File: src/rtl/riscv_mc_defs_pkg.sv
// riscv_mc_defs: shared encodings for the multi-cycle RV32 control path
// (states, opcodes, ALU codes, operand selects, fault codes).
package riscv_mc_defs;

    typedef enum logic [3:0] {
        S_IDLE, S_FETCH, S_DECODE, S_EXEC_R, S_EXEC_I, S_MEM_ADDR,
        S_MEM_RD, S_MEM_WR, S_WB_ALU, S_WB_MEM, S_BRANCH, S_TRAP
    } state_t;

    typedef enum logic [2:0] {CLS_ADD, CLS_R, CLS_I, CLS_MEM, CLS_BR} alu_cls_t;

    localparam logic [6:0] OP_R      = 7'b0110011;
    localparam logic [6:0] OP_IMM    = 7'b0010011;
    localparam logic [6:0] OP_LOAD   = 7'b0000011;
    localparam logic [6:0] OP_STORE  = 7'b0100011;
    localparam logic [6:0] OP_BRANCH = 7'b1100011;

    localparam logic [3:0] ALU_AND = 4'b0000;
    localparam logic [3:0] ALU_OR  = 4'b0001;
    localparam logic [3:0] ALU_ADD = 4'b0010;
    localparam logic [3:0] ALU_SUB = 4'b0110;

    localparam logic [1:0] SRCA_PC    = 2'b00;
    localparam logic [1:0] SRCA_OLDPC = 2'b01;
    localparam logic [1:0] SRCA_RS1   = 2'b10;

    localparam logic [1:0] SRCB_RS2  = 2'b00;
    localparam logic [1:0] SRCB_IMM  = 2'b01;
    localparam logic [1:0] SRCB_FOUR = 2'b10;

    localparam logic [1:0] FAULT_NONE    = 2'b00;
    localparam logic [1:0] FAULT_ILLEGAL = 2'b01;
    localparam logic [1:0] FAULT_TIMEOUT = 2'b10;

endpackage

File: src/rtl/mc_alu_decode.sv
// mc_alu_decode: maps the execute class and function bits to an ALU op and a legality flag.
module mc_alu_decode
    import riscv_mc_defs::*;
(
    input  alu_cls_t   cls,
    input  logic [2:0] funct3,
    input  logic       funct7b5,
    output logic [3:0] alu_ctrl,
    output logic       legal
);
    logic       arith_ok;
    logic [3:0] arith_op;

    assign arith_ok = funct3 inside {3'b000, 3'b110, 3'b111};
    // funct7b5 selects SUB only for register-register ops; immediates ignore it
    assign arith_op = funct3 == 3'b111 ? ALU_AND :
                      funct3 == 3'b110 ? ALU_OR  :
                      (cls == CLS_R && funct7b5) ? ALU_SUB : ALU_ADD;

    always_comb begin
        alu_ctrl = ALU_ADD;
        legal    = 1'b1;
        case (cls)
            CLS_R, CLS_I: begin alu_ctrl = arith_op; legal = arith_ok; end
            CLS_MEM:      legal = funct3 == 3'b010;
            CLS_BR:       begin alu_ctrl = ALU_SUB; legal = funct3 == 3'b000; end
            default:      ;
        endcase
    end
endmodule

File: src/rtl/mc_ctrl_fsm.sv
// mc_ctrl_fsm: multi-cycle RV32 sequencer stepping each instruction FETCH..WB,
// with a variable-latency memory handshake, a wait timeout and a sticky fault.
module mc_ctrl_fsm
    import riscv_mc_defs::*;
#(
    parameter int MEM_TIMEOUT = 15,
    parameter int CNT_W       = 4
) (
    input  logic       clk,
    input  logic       reset_n,
    input  logic       run,
    input  logic [6:0] opcode,
    input  logic [2:0] funct3,
    input  logic       funct7b5,
    input  logic       zero,
    input  logic       mem_ready,
    output logic       mem_req,
    output logic       mem_we,
    output logic       iord,
    output logic       ir_write,
    output logic       pc_write,
    output logic       pc_src,
    output logic       reg_write,
    output logic       mem_to_reg,
    output logic [1:0] alu_src_a,
    output logic [1:0] alu_src_b,
    output logic [3:0] alu_ctrl,
    output logic       instr_retired,
    output logic [1:0] fault,
    output logic [3:0] state_dbg
);
    state_t           state, state_nx, after;
    alu_cls_t         cls;
    logic [1:0]       fault_nx;
    logic [CNT_W-1:0] cnt;
    logic [3:0]       dec_ctrl;
    logic             legal, timeout;

    mc_alu_decode u_dec (.cls(cls), .funct3(funct3), .funct7b5(funct7b5), .alu_ctrl(dec_ctrl), .legal(legal));

    assign state_dbg = state;
    assign after     = run ? S_FETCH : S_IDLE;
    // a ready on the final waiting cycle completes the access instead of trapping
    assign timeout   = (MEM_TIMEOUT != 0) && mem_req && !mem_ready && cnt == CNT_W'(MEM_TIMEOUT - 1);

    always_ff @(posedge clk or negedge reset_n) begin
        if (!reset_n) begin
            state <= S_IDLE;
            fault <= FAULT_NONE;
            cnt   <= '0;
        end else begin
            state <= state_nx;
            fault <= fault_nx;
            cnt   <= (state_nx != state || mem_ready || !mem_req) ? '0 : cnt + 1'b1;
        end
    end

    always_comb begin
        state_nx      = state;
        fault_nx      = fault;
        cls           = CLS_ADD;
        mem_req       = 1'b0;
        mem_we        = 1'b0;
        iord          = 1'b0;
        ir_write      = 1'b0;
        pc_write      = 1'b0;
        pc_src        = 1'b0;
        reg_write     = 1'b0;
        mem_to_reg    = 1'b0;
        alu_src_a     = SRCA_PC;
        alu_src_b     = SRCB_RS2;
        alu_ctrl      = ALU_AND;
        instr_retired = 1'b0;
        case (state)
            S_IDLE: state_nx = after;
            S_FETCH: begin
                mem_req = 1'b1;
                if (mem_ready) begin
                    ir_write  = 1'b1;
                    pc_write  = 1'b1;
                    alu_src_b = SRCB_FOUR;
                    alu_ctrl  = ALU_ADD;
                    state_nx  = S_DECODE;
                end
            end
            S_DECODE: begin
                alu_src_a = SRCA_OLDPC;
                alu_src_b = SRCB_IMM;
                alu_ctrl  = ALU_ADD;
                state_nx  = opcode == OP_R ? S_EXEC_R :
                            opcode == OP_IMM ? S_EXEC_I :
                            (opcode == OP_LOAD || opcode == OP_STORE) ? S_MEM_ADDR :
                            opcode == OP_BRANCH ? S_BRANCH : S_TRAP;
                fault_nx  = state_nx == S_TRAP ? FAULT_ILLEGAL : fault;
            end
            S_EXEC_R, S_EXEC_I: begin
                cls       = state == S_EXEC_R ? CLS_R : CLS_I;
                alu_src_a = SRCA_RS1;
                alu_src_b = state == S_EXEC_R ? SRCB_RS2 : SRCB_IMM;
                alu_ctrl  = dec_ctrl;
                state_nx  = legal ? S_WB_ALU : S_TRAP;
                fault_nx  = legal ? fault : FAULT_ILLEGAL;
            end
            S_MEM_ADDR: begin
                cls       = CLS_MEM;
                alu_src_a = SRCA_RS1;
                alu_src_b = SRCB_IMM;
                alu_ctrl  = dec_ctrl;
                state_nx  = !legal ? S_TRAP : opcode == OP_STORE ? S_MEM_WR : S_MEM_RD;
                fault_nx  = legal ? fault : FAULT_ILLEGAL;
            end
            S_MEM_RD: begin
                mem_req  = 1'b1;
                iord     = 1'b1;
                state_nx = mem_ready ? S_WB_MEM : state;
            end
            S_MEM_WR: begin
                mem_req       = 1'b1;
                mem_we        = 1'b1;
                iord          = 1'b1;
                instr_retired = mem_ready;
                state_nx      = mem_ready ? after : state;
            end
            S_WB_ALU, S_WB_MEM: begin
                reg_write     = 1'b1;
                mem_to_reg    = state == S_WB_MEM;
                instr_retired = 1'b1;
                state_nx      = after;
            end
            S_BRANCH: begin
                cls           = CLS_BR;
                alu_src_a     = SRCA_RS1;
                alu_ctrl      = dec_ctrl;
                pc_src        = 1'b1;
                pc_write      = legal && zero;
                instr_retired = legal;
                state_nx      = legal ? after : S_TRAP;
                fault_nx      = legal ? fault : FAULT_ILLEGAL;
            end
            S_TRAP: ;
            default: state_nx = S_IDLE;
        endcase
        if (timeout) begin
            state_nx = S_TRAP;
            fault_nx = FAULT_TIMEOUT;
        end
    end
endmodule

File: config.mk
export PLATFORM = sky130hd
export DESIGN_NAME = mc_ctrl_fsm
export DESIGN_NICKNAME = d
export VERILOG_FILES = /design/src/rtl/riscv_mc_defs_pkg.sv /design/src/rtl/mc_alu_decode.sv /design/src/rtl/mc_ctrl_fsm.sv
export SDC_FILE = /design/constraint.sdc
export NUM_CORES = 1
export LEC_CHECK = 0
export BUFFER_PORTS_ARGS = -buffer_cell sky130_fd_sc_hd__buf_2
export CORE_ASPECT_RATIO = 0.5
export CORE_MARGIN = 10
export CORE_UTILIZATION = 28
export CTS_BUF_LIST = sky130_fd_sc_hd__clkbuf_16
export DETAILED_ROUTE_END_ITERATION = 7
export GPL_TIMING_DRIVEN = 1
export PLACE_DENSITY = 0.55
export SYNTH_ARGS = -nofsm -noshare
export SYNTH_HDL_FRONTEND = slang
export SYNTH_SLANG_ARGS = --single-unit
export TNS_END_PERCENT = 10
File: constraint.sdc
create_clock -name clk -period 1.6 [get_ports clk]
set_clock_uncertainty 0.1 [all_clocks]
set_input_delay 0.08 -clock clk [delete_from_list [all_inputs] [get_ports clk]]
set_output_delay 0.08 -clock clk [all_outputs]
set_load 0.05 [all_outputs]
# --- Yosys cells after proc, flatten, opt, wreduce, memory -nomap -nowiden ---
# Index checks and enable logic that the tools add are counted.
op_classes:
  n_eq_ne: 28
  n_addsub: 1
  mux: 42
  n_reduce_logical: 22
op_table:
  columns: ["operator", "count"]
  rows:
  - ["$mux 4", 12]
  - ["$pmux 4 s9", 1]
  - ["$eq 4x4->1 const B", 6]
  - ["$eq 4x3->1 const B", 4]
  - ["$eq 7x6->1 const B", 2]
  - ["$mux 2", 7]
  - ["$mux 1", 12]
  - ["$pmux 4 s3", 1]
  - ["$reduce_or 2->1", 5]
  - ["$eq 3x2->1 const B", 3]
  - ["$eq 3x3->1 const B", 3]
  - ["$pmux 3 s3", 1]
  - ["$eq 4x2->1 const B", 2]
  - ["$pmux 2 s2", 2]
  - ["$pmux 4 s2", 1]
  - ["$eq 7x2->1 const B", 1]
  - ["$eq 7x5->1 const B", 1]
  - ["$eq 7x7->1 const B", 1]
  - ["$pmux 1 s3", 2]
  - ["$pmux 2 s3", 1]
  - ["$reduce_bool 3->1", 2]
  - ["$reduce_or 3->1", 2]
  - ["$add 4x1->4 const B", 1]
  - ["$eq 4x1->1 const B", 1]
  - ["13 further kinds", 19]
word_totals:
  output_inout_bits: 23
  word_cells: 96
  in_bits: 16
  reg_bits: 10

# --- Logic depth before layout (Yosys ltp) ---
logic_depth:
  depth_word: 13
  mapped_depth: 6
  depth_no_buf: 6

# --- Cells and area by module ---
# Synthesis repeated with hierarchy kept, for this count alone.
hier_totals:
  hier_cells: 134
  hier_area_um2: 1086.0
modules_own_cells:
  columns: ["mod", "seq_area_each_um2", "area_each_um2", "cells_per_inst", "instances"]
  rows:
  - ["mc_ctrl_fsm", 250.2, 964.7, 115, 1]
  - ["mc_alu_decode", 0.0, 121.4, 19, 1]

# --- Least setup slack after synthesis ---
# No wires, ideal clock.
synth_path:
  path_kind: "register -> output"
  start: "register state[0], in the netlist state_dbg[0]"
  end: "output alu_ctrl[1]"
  path_slack_ns: -2.008
  stages_incl_launch_ff: 5
  path_buffers: 1
  required_time_ns: 1.420
  t_arrival_ns: 3.428
  cell_sequence: "dfrtp_1 -> buf_2 -> nand2b_1 -> nor4b_1 -> a211o_1"
synth_via:
  elab_chain_cells: 7
  elab_cells_between_ends: 16
  cone_classes: "eq/ne: 9; mux: 4; reduce/logical: 3"
synth_lines:
  columns: ["element", "line_no", "rtl"]
  rows:
  - ["start: declaration", "mc_ctrl_fsm.sv:32", "state_t state, state_nx, after;"]
  - ["start signal: assignment", "mc_ctrl_fsm.sv:52", "state <= state_nx;"]
  - ["$eq 4x2->1 / $eq 4x3->1 (equally long branches)", "mc_ctrl_fsm.sv:74, mc_ctrl_fsm.sv:97", null]
  - ["$mux 2 / $reduce_or 2->1 (equally long branches)", null, null]
  - ["$pmux 3 s3", "mc_ctrl_fsm.sv:74", "case (state)"]
  - ["$eq 3x2->1 / $eq 3x1->1 (equally long branches)", "mc_alu_decode.sv:23", "case (cls)"]
  - ["$reduce_or 2->1", "mc_alu_decode.sv:23", null]
  - ["$pmux 4 s2", "mc_alu_decode.sv:23", null]
  - ["$pmux 4 s3 *", "mc_ctrl_fsm.sv:74", null]
  - ["end: declaration", "mc_ctrl_fsm.sv:27", "output logic [3:0] alu_ctrl,"]
# Mark *: on every way between the ends. The rest lies on a longest branch, timed or not.

# --- Final worst setup path ---
# Same ends and word-level chain as after synthesis.

==> run_results.csv <==
group,metric,value,unit
logic_synthesis,synth_nets,135,
global_routing,grt_max_degree,11,
timing,period_needed,1.95,ns
logic_synthesis,yosys-top-cells-count,"sky130_fd_sc_hd__nor2_1 (14), sky130_fd_sc_hd__dfrtp_1 (10), sky130_fd_sc_hd__a21oi_1 (7), sky130_fd_sc_hd__inv_1 (7)",
job,drv_cap,0,
pwr,ir_worst_vdd,0.947,mV
logic_synthesis,yosysTopAreaCellShare,0.260,
global_routing,first_global_vias,1130,
final_layout,instances_no_fill,231,
logic_synthesis,count_of_flip_flops_with_a_built_in_enable_after_synthesis,0,
global_routing,global_route_wire_length_before_repair,5570,um
logic_synthesis,yosysSeqAreaShare,0.260,
global_routing,grt_util_all_layers,0.110,
logic_synthesis,netlist_top_cells_area,"sky130_fd_sc_hd__dfrtp_1 (26%), sky130_fd_sc_hd__nor2_1 (5.5%), sky130_fd_sc_hd__a21oi_1 (3.6%)",
setup_path,cp-endpoint,"alu_ctrl[1]",
placed_design,numPlacedInstances,224,
pwr,netSwitchingPower,0.00180,W
detailed_routing,wl_met2,1660,um
placed_design,buffer_ports.inserted,37,
setup_path,r2r-end,"fault[1]$_DFFE_PN0P_",
clocking,worst_skew_pair.late_latency,0.23,ns
setup_path,crit_path_max_incr_delay,0.55,ns
logic_synthesis,synthFlopType,"sky130_fd_sc_hd__dfrtp_1",
clocking,cts-root-to-sink-buffers,2,
setup_path,timing.critical_path.from,"state_dbg[0]$_DFF_PN0_",
timing,hold_viol_final,0,
detailed_routing,post_detailed_route_via_to_cell_ratio,5.19,
pwr,static-leakage-power,0.819,nW
timing,setup_viol,23,
setup_path,critical_path.endpoint_type,"output port",
final_layout,num-fill-cells,272,
setup_path,cp.depth,5,
setup_path,worstSetupPathType,"flop to output port",
setup_path,ff2ff_path_depth,4,
timing,max_freq,513,MHz
detailed_routing,wire_per_inst,15.6,um
floorplan,design.die.area,6320,um2
detailed_routing,met3_length,232,um
pwr,cellPowerDensity,1980,nW/um2
floorplan,core_area,3140,um2
final_layout,multi_input_comb_area,812,um2
floorplan,row_count,14,
setup_path,startpoint_types,"flop",
timing,final.period_utilization,1.22,
clocking,cts_inserted_buffers,3,
final_layout,regArea,258,um2
global_routing,antenna_found_initial,0,
final_layout,drive_gt1_frac,0.607,
setup_path,source_of_the_worst_register_to_register_timing_path,"state_dbg[0]$_DFF_PN0_",
status,failed_checks,"negative setup slack",
setup_path,cp_max_fo,8,
floorplan,die_h,61.4,um
floorplan,ioPinCount,39,
logic_synthesis,synth.yosys.warnings,0,
status,status,"complete, but fails checks",
final_layout,area_growth_from_synthesis_to_layout,94.0,%
final_layout,antenna_cells,0,
clocking,clk_pin_slew,0.04,ns
setup_path,critPathArrivalTime,1.77,ns
logic_synthesis,synthDistinctLibCells,44,
worst_hold_path,timing.hold.worst.class,"input pin to asynchronous set/reset pin",
logic_synthesis,synth.ff_latch_count,10,
timing,fin_hold_ws,0.132,ns
detailed_routing,drt_first_iter_violations,73,
logic_synthesis,most_numerous_cell_in_the_yosys_netlist,"sky130_fd_sc_hd__nor2_1",
detailed_routing,drtAntennaViolNets,0,
placed_design,detailed_place_hpwl,2920,um
timing,unrepaired_setup_endpoints_after_global_routing,"yes",
global_routing,globalRoute.totalOverflow,0,
logic_synthesis,syn-mean-instance-area,8.21,um2
clocking,tritoncts_clock_tree,"done",
detailed_routing,route.vias.total,1199,
final_layout,final_nets,210,
logic_synthesis,netlist_instances,117,
pwr,power.share.combinational,0.770,
detailed_routing,post-route-drc-count,0,
detailed_routing,firstDrtPassIters,4,
pwr,share_seq_of_total_power,0.111,
setup_path,cp_slowest_cell,"sky130_fd_sc_hd__or4b_4",
clocking,cts-htree-levels,1,
clocking,clock_tree.root_cell,"sky130_fd_sc_hd__clkbuf_16",
timing,final_max_slew_viol_count,0,
clocking,cts_num_sinks,10,
setup_path,crit_family,"simple AND/OR/NAND/NOR gates",
floorplan,die_w,103,um
pwr,total_chip_power,0.00370,W
setup_path,reg2reg_slack,-0.27,ns
pwr,power.switching_fraction,0.486,
detailed_routing,wirelength_met1,1700,um
floorplan,effective_utilization_at_floorplan,0.306,
setup_path,worst_ep_required_time,1.42,ns
detailed_routing,drt_wl_total,3600,um
logic_synthesis,netlist_area,961,um2
logic_synthesis,async_reset_ff_frac,1.00,
placed_design,routabilityCongestion,0.881,
setup_path,timing.critical_path.cells,"or4b_4, buf_6, clkinvlp_4, a211o_4, buf_8",
setup_path,worst-path-buf-inv,3,
logic_synthesis,synth_largest_area_cell,"sky130_fd_sc_hd__dfrtp_1",
timing,final.setup.worst_slack,-0.350,ns
detailed_routing,topRoutingLayerUsed,"met4",
pwr,cellInternalPower,0.00190,W
pwr,pwr-share-clk,0.118,
==> registers in the layout (all words and copies together) (netlist names) <==
register   flops
cnt            4
state_dbg      4
fault          2
==> area by class of cell <==
class | instances | area share
Clock buffer | 3 | 0.0403
Multi-Input combinational cell | 90 | 0.436
Sequential cell | 10 | 0.138
Clock inverter | 1 | 0.00201
Timing Repair Buffer | 80 | 0.340
Inverter | 7 | 0.0174
Tap cell | 40 | 0.0268
==> metal layers <==
layer | GRT usage | vias to the layer above
met2 | 0.181 | 35
met5 | 0 | -
li1 | - | 592
met3 | 0.0279 | 2
met1 | 0.149 | 570
met4 | 0.00982 | 0
==> through the flow <==
step	utilization	cell area, um2	worst slack [ns]	TNS [ns]
2_1_floorplan	-	1080	-0.465	-7.53
3_3_place_gp	0.491	1540	-0.262	-2.64
3_5_place_dp	0.491	1540	-0.288	-2.86
4_1_cts	0.571	1790	-0.337	-4.14
5_1_grt	0.595	1860	-0.388	-5.86
6_report	0.595	1860	-0.350	-4.14
==> placed cells by master (no fill, tap or decap), types with 2 or more instances in the layout <==
cell type / n
sky130_fd_sc_hd__buf_4: 38
sky130_fd_sc_hd__buf_2: 21
sky130_fd_sc_hd__buf_6: 18
sky130_fd_sc_hd__nor2_1: 11
sky130_fd_sc_hd__a21oi_1: 6
sky130_fd_sc_hd__dfrtp_1: 6
sky130_fd_sc_hd__nand2b_4: 4
sky130_fd_sc_hd__nand2_1: 4
sky130_fd_sc_hd__nand4_1: 4
sky130_fd_sc_hd__o22ai_1: 4
sky130_fd_sc_hd__nor3_1: 3
sky130_fd_sc_hd__inv_1: 3
sky130_fd_sc_hd__o21ai_0: 3
sky130_fd_sc_hd__clkbuf_16: 3
sky130_fd_sc_hd__dfrtp_2: 3
sky130_fd_sc_hd__nor2_4: 2
sky130_fd_sc_hd__nor4b_4: 2
sky130_fd_sc_hd__nor4bb_4: 2
sky130_fd_sc_hd__inv_2: 2
sky130_fd_sc_hd__nand3_1: 2
sky130_fd_sc_hd__or3b_2: 2
sky130_fd_sc_hd__a211oi_1: 2
sky130_fd_sc_hd__nand3b_1: 2
sky130_fd_sc_hd__o22a_1: 2
sky130_fd_sc_hd__ha_1: 2
sky130_fd_sc_hd__buf_8: 2
==> power by group through the flow <==
stage | clock, W | combinational (W) | sequential [W]
2_1_floorplan | 0 | 0.00153 | 0.000512
3_3_place_gp | 0 | 0.00231 | 0.000392
3_5_place_dp | 0 | 0.00232 | 0.000395
4_1_cts | 0.000442 | 0.00268 | 0.000399
5_1_grt | 0.000464 | 0.00299 | 0.000426
6_report | 0.000438 | 0.00285 | 0.000411
==> logic make-up after synthesis <==
kind of cell,share of synthesized area
XOR/XNOR,0.0273
flip-flops,0.260
other,0.00390
AND/OR/NAND/NOR,0.314
adder cells (fa/ha/maj),0.0260
AO/OA/AOI/OAI,0.277
buffers and inverters,0.0912
==> worst min-delay path by stage <==
stage / depth (start not counted) / start / endpoint / slack (ns)
after global placement: 1 / reset_n / cnt[3]$_DFF_PN0_ / -0.15
final: 2 / reset_n / cnt[3]$_DFF_PN0_ / 0.13
after detailed placement: 1 / reset_n / cnt[3]$_DFF_PN0_ / -0.15
after floorplan: 0 / reset_n / cnt[0]$_DFF_PN0_ / -0.32
after CTS: 2 / reset_n / cnt[3]$_DFF_PN0_ / 0.15
after global routing: 2 / reset_n / cnt[1]$_DFF_PN0_ / 0.18
==> repair_timing <==
action,CTS,global route
pin swaps,7,2
hold endpoints to repair,10,0
setup endpoints to repair,26,26
gates resized for setup,47,17
hold buffers,1,0
buffers inserted,2,0
(Power assumes the default switching activity.)
